`src/rtl/key_pkg.sv`:
```
// Shared defaults, key indices and helpers for the key front end.
package key_pkg;

  localparam int NUM_KEYS_DEF     = 12;
  localparam int DEBOUNCE_DEF     = 200000;
  localparam int REPEAT_DELAY_DEF = 25000000;
  localparam int REPEAT_RATE_DEF  = 5000000;

  localparam int KEY_UP    = 0;
  localparam int KEY_DOWN  = 1;
  localparam int KEY_LEFT  = 2;
  localparam int KEY_RIGHT = 3;
  localparam int KEY_SEL   = 4;
  localparam int KEY_BACK  = 5;
  localparam int KEY_MENU  = 6;
  localparam int KEY_PLAY  = 7;
  localparam int KEY_F1    = 8;
  localparam int KEY_F2    = 9;
  localparam int KEY_F3    = 10;
  localparam int KEY_F4    = 11;

  typedef struct packed {
    logic lvl;
    logic prs;
    logic rls;
    logic rpt;
  } key_evt_t;

  function automatic int cnt_width(input int a, input int b);
    return $clog2((a > b) ? a : b) + 1;
  endfunction

endpackage

```
`src/rtl/key_channel.sv`:
```
// One key: 2-flop sync, debounce, edge detect and auto-repeat.
module key_channel
  import key_pkg::*;
#(
  parameter int DEBOUNCE_CYCLES = DEBOUNCE_DEF,
  parameter int REPEAT_DELAY    = REPEAT_DELAY_DEF,
  parameter int REPEAT_RATE     = REPEAT_RATE_DEF,
  parameter int CNT_W           = cnt_width(DEBOUNCE_DEF, REPEAT_DELAY_DEF)
) (
  input  logic     clk_raw,
  input  logic     rst_n,
  input  logic     raw,
  input  logic     rpt_en,
  output key_evt_t evt
);

  localparam logic [CNT_W-1:0] DB_LAST = CNT_W'(DEBOUNCE_CYCLES - 1);
  localparam logic [CNT_W-1:0] RD_TOP  = CNT_W'(REPEAT_DELAY);
  localparam logic [CNT_W-1:0] RELOAD  = CNT_W'(REPEAT_DELAY - REPEAT_RATE);

  logic             s1;
  logic             s2;
  logic             stable;
  logic             level;
  logic             level_q;
  logic [CNT_W-1:0] dcnt;
  logic [CNT_W-1:0] rcnt;
  logic             fire;

  assign fire = level & rpt_en & (rcnt == RD_TOP);

  always_ff @(posedge clk_raw) begin
    if (!rst_n) begin
      s1      <= 1'b0;
      s2      <= 1'b0;
      stable  <= 1'b0;
      level   <= 1'b0;
      level_q <= 1'b0;
      dcnt    <= '0;
      rcnt    <= '0;
    end else begin
      s1      <= raw;
      s2      <= s1;
      level   <= stable;
      level_q <= level;
      if (s2 == stable) begin
        dcnt <= '0;
      end else if (dcnt == DB_LAST) begin
        stable <= s2;
        dcnt   <= '0;
      end else begin
        dcnt <= dcnt + 1'b1;
      end
      // rcnt counts held cycles; a fire reloads and counts this cycle too
      if (!(level && rpt_en)) begin
        rcnt <= '0;
      end else if (fire) begin
        rcnt <= RELOAD + 1'b1;
      end else begin
        rcnt <= rcnt + 1'b1;
      end
    end
  end

  assign evt.lvl = level;
  assign evt.prs = level & ~level_q;
  assign evt.rls = ~level & level_q;
  assign evt.rpt = fire;

endmodule

```
`src/rtl/key_conditioner.sv`:
```
// Key front end: per-key channels plus lowest-index event encoder.
module key_conditioner
  import key_pkg::*;
#(
  parameter int NUM_KEYS        = NUM_KEYS_DEF,
  parameter int DEBOUNCE_CYCLES = DEBOUNCE_DEF,
  parameter int REPEAT_DELAY    = REPEAT_DELAY_DEF,
  parameter int REPEAT_RATE     = REPEAT_RATE_DEF
) (
  input  logic                        clk_raw,
  input  logic                        rst_n,
  input  logic [NUM_KEYS-1:0]         keystroke,
  input  logic [NUM_KEYS-1:0]         rpt_en,
  output logic [NUM_KEYS-1:0]         key_level,
  output logic [NUM_KEYS-1:0]         key_press,
  output logic [NUM_KEYS-1:0]         key_release,
  output logic [NUM_KEYS-1:0]         key_repeat,
  output logic                        evt_valid,
  output logic [$clog2(NUM_KEYS)-1:0] evt_code
);

  localparam int CNT_W  = cnt_width(DEBOUNCE_CYCLES, REPEAT_DELAY);
  localparam int CODE_W = $clog2(NUM_KEYS);

  key_evt_t            evts [NUM_KEYS];
  logic [NUM_KEYS-1:0] hits;

  for (genvar g = 0; g < NUM_KEYS; g++) begin : g_ch
    key_channel #(
      .DEBOUNCE_CYCLES(DEBOUNCE_CYCLES),
      .REPEAT_DELAY   (REPEAT_DELAY),
      .REPEAT_RATE    (REPEAT_RATE),
      .CNT_W          (CNT_W)
    ) u_ch (
      .clk_raw(clk_raw),
      .rst_n  (rst_n),
      .raw    (keystroke[g]),
      .rpt_en (rpt_en[g]),
      .evt    (evts[g])
    );
    assign key_level[g]   = evts[g].lvl;
    assign key_press[g]   = evts[g].prs;
    assign key_release[g] = evts[g].rls;
    assign key_repeat[g]  = evts[g].rpt;
  end

  assign hits      = key_press | key_repeat;
  assign evt_valid = |hits;

  always_comb begin
    evt_code = '0;
    for (int i = NUM_KEYS - 1; i >= 0; i--) begin
      if (hits[i]) evt_code = CODE_W'(i);
    end
  end

endmodule
```
`config.mk`:
```
export PLATFORM = sky130hd
export DESIGN_NAME = key_conditioner
export DESIGN_NICKNAME = d
export VERILOG_FILES = /design/src/rtl/key_pkg.sv /design/src/rtl/key_channel.sv /design/src/rtl/key_conditioner.sv
export SDC_FILE = /design/constraint.sdc
export NUM_CORES = 1
export LEC_CHECK = 0
export ABC_AREA = 1
export CAP_MARGIN = 0
export CELL_PAD_IN_SITES_DETAIL_PLACEMENT = 0
export CELL_PAD_IN_SITES_GLOBAL_PLACEMENT = 1
export CORE_MARGIN = 4
export CORE_UTILIZATION = 50
export DETAILED_ROUTE_END_ITERATION = 10
export PLACE_DENSITY = 0.83
export SLEW_MARGIN = 20
export SYNTH_ARGS = -nofsm -noshare
export SYNTH_HDL_FRONTEND = slang
export SYNTH_SLANG_ARGS = --single-unit
```
`constraint.sdc`:
```
create_clock -name clk_raw -period 5.07 [get_ports clk_raw]
set_input_delay 1.014 -clock clk_raw [delete_from_list [all_inputs] [get_ports clk_raw]]
set_output_delay 1.014 -clock clk_raw [all_outputs]
set_load 0.01 [all_outputs]
```
Word level (Yosys, flattened, before mapping)

Index checks and enable logic that the tools add are counted.

Add/subtract/negate cells: 24
Equal/unequal tests: 36
Multiplexer cells: 24
Bitwise operators: 98
Reductions and logical operators: 61

Operators by type and width:

| cell                    | number |
|---|---|
| $add A26 B1 Y26 const B | 24 |
| $eq A26 B18 Y1 const B  | 12 |
| $eq A26 B25 Y1 const B  | 12 |
| $mux W25                | 12 |
| $reduce_or A3 Y1        | 24 |
| $not A1 Y1              | 49 |
| $and A1 B1 Y1           | 48 |
| $mux W4                 | 12 |
| $reduce_and A2 Y1       | 24 |
| $eq A1 B1 Y1            | 12 |
| $logic_and A1 B1 Y1     | 12 |
| $or A12 B12 Y12         | 1 |
| $reduce_or A12 Y1       | 1 |

Flip-flop bits (word level): 684
Bits of input ports: 26
Output and inout port bits: 53
Word-level logic and storage cells: 339

Depth between registers and ports, before layout

Depth after elaboration: 15
Mapped depth: 17
Depth with buffers taken out: 17

Cells and area by module

Synthesis repeated with hierarchy kept, for this count alone.

Cell total of the unflattened synthesis: 5,958
Area, all modules: 38,623.3 um2

Modules (own cells, without submodules):

| module                         | times used | cells each | area each (um2) | sequential area each (um2) |
|---|---|---|---|---|
| key_channel (g_ch[0].u_ch ...) | 11         | 494        | 3,214.3         | 1,141.1 |
| key_channel (g_ch[9].u_ch)     | 1          | 482        | 3,062.9         | 1,141.1 |
| key_conditioner                | 1          | 42         | 202.7           | 0.0 |

Worst setup path before layout

No wires, ideal clock.

Path type: in2out
Start point: in rpt_en[9]
End point: out evt_code[0]
Data arrival time: 2.059 ns
Required time: 4.056 ns
Slack: 1.997 ns
Cell stages on the path: 14
Buffers on the path: 0
Cell sequence: nand2_1 nor2_1 nand3_1 nor2_1 nor2_1 nand2_1 nand2_1 nand2_1 nand2_1 nand2_1 nand2_1 nand2_1 nand2_1 a21oi_1

Cells in the longest elaborated chain, start to end: 13

Ends and longest elaborated chain:

| item                       | line                  | RTL |
|---|---|---|
| start, declared            | key_conditioner.sv:13 | `input logic [NUM_KEYS-1:0] rpt_en,` |
| $and A1 B1 Y1 (2 in a row) | key_channel.sv:30     | `assign fire = level & rpt_en & (rcnt == RD_TOP);` |
| net g_ch[9].u_ch.fire      | key_channel.sv:28     | `logic fire;` |
| $or A12 B12 Y12            | key_conditioner.sv:47 | `assign hits = key_press \| key_repeat;` |
| $mux W4 (10 in a row)      | key_conditioner.sv:53 | `if (hits[i]) evt_code = CODE_W'(i);` |
| end, declared              | key_conditioner.sv:19 | `output logic [$clog2(NUM_KEYS)-1:0] evt_code` |

The timed path passes the listed nets, and every way through them passes these cells.

Final worst setup path

Start point: in rpt_en[11]
End point: out evt_code[0]

Cells in the longest elaborated chain, start to end: 15

Ends and longest elaborated chain:

| item                       | line |
|---|---|
| $and A1 B1 Y1 (2 in a row) | key_channel.sv:30 |
| $or A12 B12 Y12            | key_conditioner.sv:47 |
| $mux W4 (12 in a row)      | key_conditioner.sv:53 |

Every way passes these cells.

==> impl_results.md <==
* Status: finished clean
* Clk_skew at between 15 and 20 ps
* Die Footprint at 0.07003 mm²
* Count leader, synth: nand2_1
* Worst Min Path Start: g_ch[1].u_ch.s1
* Die Span X at 264.6 µm
* # Post-CTS Setup Buffers at 0
* Setup TNS at 0 ps
* Pre-antenna DRT Iters at 5
* Ys Warns at 0
* Leakage power at roughly 13 nW
* Synth cell types at 55
* CTS root buffer: clkbuf_16
* Most instantiated cells after synthesis: nand2_1 (769), inv_1 (746), dfxtp_1 (684), nor2_1 (609), a21oi_1 (310)
* Startpoint Class: input pin
* CP most frequent cell: nand2_1
* CTS tree: done
* Clock transition at path regs at 60 ps
* IO buf count at 78
* Drt total wl at 70600 µm
* Final Max Slew Viols at 0
* Vias in the first global route at 26040
* Main synth FF type: dfxtp_1
* Register area share after synthesis at 0.4158
* CORE AREA at about 0.065 mm²
* Core Util, Final at 0.5722
* Initial antenna violation count at 0
* CP max-delay cell: clkdlybuf4s50_1
* Hold Crit Class: flop to flop
* Global-route wire length before repair at 120700 µm
* Via-to-Cell Ratio at around 5
* Max cap viols at 0
* Largest net degree at the start of global routing at 40
* Worst hold stages at 2
* FF-to-FF Start: g_ch[6].u_ch.dcnt[0]
* Final period utilization at 0.8962
* Die extent in y at 264.6 µm
* CP Max Fanout at 5
* Most area-consuming cells after synthesis: dfxtp_1 (42%), nand2_1 (8.8%), inv_1 (8.5%)
* Syn Nets at between 4000 and 5000
* Worst Path Required at 4060 ps
* Number of top-level pins at 79
* Reg2reg end: g_ch[6].u_ch.dcnt[9]
* Crit path cell chain: clkdlybuf4s50_1 > nand2_1 > nor2_1 > nand2_1 > nor2_1 > nand2_1 > nand2_1 > nand2_1 > nand2_1 > nand2_1 > nand2_1 > nand2_1 > nand2_1 > nand2_1 > nand2_1 > nand2_1 > a21oi_1 > clkdlybuf4s50_1
* Post-CTS Resized at 0
* Final hold violation count at 0
* WS Path Type: input pin to primary output
* Worst Path Arrival at ~3500 ps
* R2r worst-path depth at 11
* Tmin final at 4544 ps
* Post-route ant nets at 0
* Hpwl dp at between 50000 and 60000 µm
* Yosys top cell by area: dfxtp_1
* Wire per inst at 12.63 µm
* Yosys top cell area share at 0.4158
* GPL Wtd Cong at 0.8376
* Synthesized area per cell at 7.184 µm²
* Via count at around 28000
* Layout net count at 4741
* CTS Buf Count at 76
* Hold path endpoint: g_ch[1].u_ch.s2
* Post-Place Worst Slack at 525.1 ps
* RSZ-0062 raised after global routing: false
* FFs w/ async S/R, synth at 0
* Area grow syn2layout at 12.61%
* Global route overflow at 0
* Least-Margin Pin Slew at 865.3 ps
* CTS sink count at 684
* DRC marker count from the first detailed-route iteration at ~1500
* Starting Density at 0.5081
* Insertion delay to the later sink of the worst-skew pair at 600 ps
* EDFF count, synth at 0
* Final WS setup at 526.3 ps
* All-Layer GR Usage at 0.1970
* R2r setup slk at roughly 2500 ps
* FP Rows at 93
* Worst vdd ir at 0.2402 mV
* Cell count after synthesis at 4584
* CTS H-tree depth at 3
* Residual DRC count at 0
* Max Buffers Root-to-Sink at 3
* F_max at 220.1 MHz
* CP peak stage delay at between 500 and 600 ps
* Layout cells sized above 1 at 0.07369
* Worst slew margin at 0.4217
* Register bit total from synthesis at 684
* Diode count at 0
* PwrDens at 301.7 mW/mm²
* Post-Syn Area at approximately 0.033 mm²
* Endpoints failing setup at 0
* Hold-fix buffers at CTS at 0
* CP endpoint kind: primary output
-- worst max path at each step --
| stage | start | to | slack, ps |
|---|---|---|---|
| floorplan | rpt_en[9] | evt_code[0] | 2000 |
| global placement | rpt_en[11] | evt_code[0] | 490 |
| detailed placement | rpt_en[11] | evt_code[0] | 530 |
| CTS | rpt_en[11] | evt_code[0] | 520 |
| global route | rpt_en[11] | evt_code[0] | 310 |
| finish | rpt_en[11] | evt_code[0] | 530 |
-- cell usage in the layout (no fill, tap or decap), types with 7 or more instances in the layout --
cell             count
xor2_1              94
ha_1                36
xnor2_1             41
a211oi_1            15
clkbuf_1            20
a21oi_1            310
or2_0                8
nand3_1            202
bufinv_16            7
nand4_2              8
buf_4                9
a31oi_1             24
nand2_1            769
clkinv_2             8
or2_2               40
clkbuf_16           81
clkdlybuf4s50_1     77
nor4_1              76
nand3_2             22
dfxtp_1            684
nor3_1             216
and3_1              10
clkinv_1             8
o31ai_1              7
nand4_1            151
nor2_1             609
o21a_1              33
nor4_2               9
nand3b_1             7
nor3_2              35
nor2_2              60
inv_1              746
o21bai_1             7
o21ai_0            145
clkbuf_8            18
nor2_4              11
nand2_2             14
nor3b_1             65
-- layer usage --
metal | track usage | share of wire | up-vias | routed length [µm]
met4 | 0.04754 | 0.018 | 0 | 1289
met5 | 0 | 0 | - | 0
met2 | 0.3239 | 0.45 | 307 | 31420
li1 | - | - | 15080 | -
met1 | 0.2765 | 0.51 | 12560 | 35860
met3 | 0.02608 | 0.029 | 95 | 2031
-- cell type report --
| type | instances | area [µm²] |
|---|---|---|
| fillers | 6264 | 27730 |
| multi-input cells | 3073 | 16010 |
| flip-flops and latches | 684 | 13690 |
| inverters | 757 | 2841 |
| clock buffers | 119 | 2350 |
| well taps | 855 | 1070 |
| repair buffers | 87 | 858.3 |
| clock inverters | 16 | 259.0 |
-- critical path: cells and delay by family --
family | cells | cell delay (ps)
AND/OR/NAND/NOR | 15 | 1160
buffers and inverters | 2 | 1140
AO/OA/AOI/OAI | 1 | 210
-- state kept, by name (all words and copies together), names as in the netlist --
name / count
g_ch.u_ch.dcnt: 312
g_ch.u_ch.s1: 12
g_ch.u_ch.stable: 12
g_ch.u_ch.s2: 12
g_ch.u_ch.rcnt: 312
g_ch.u_ch.level_q: 12
g_ch.u_ch.level: 12
-- metrics by stage --
step	instance area, µm²	hold slack, ps	total power (W)	cells
final	37090	410.3	0.01119	5591
after global routing	37090	427.3	0.01158	5591
after CTS	37090	412.9	0.01136	5591
after detailed placement	34480	399.0	0.005600	5456
after global placement	34480	392.8	0.005600	5456
after floorplan	32930	390.5	0.005554	4584
-- report_power, final --
part           switching [W]  internal (W)  leakage [nW]
clock network        0.00218       0.00353          1.29
logic              0.0000540     0.0000326          5.91
registers         0.00000649       0.00539          5.51
total                0.00224       0.00895          12.7
-- cell families after synthesis --
kind of cell             after synthesis  synth area share
AND/OR/NAND/NOR                     2342            0.3442
buffers and inverters                827           0.09791
flip-flops                           684            0.4158
AO/OA/AOI/OAI                        560           0.09248
XOR/XNOR                             135           0.03590
adder cells (fa/ha/maj)               36           0.01368
No activity file was read; power rests on OpenSTA's default activity.
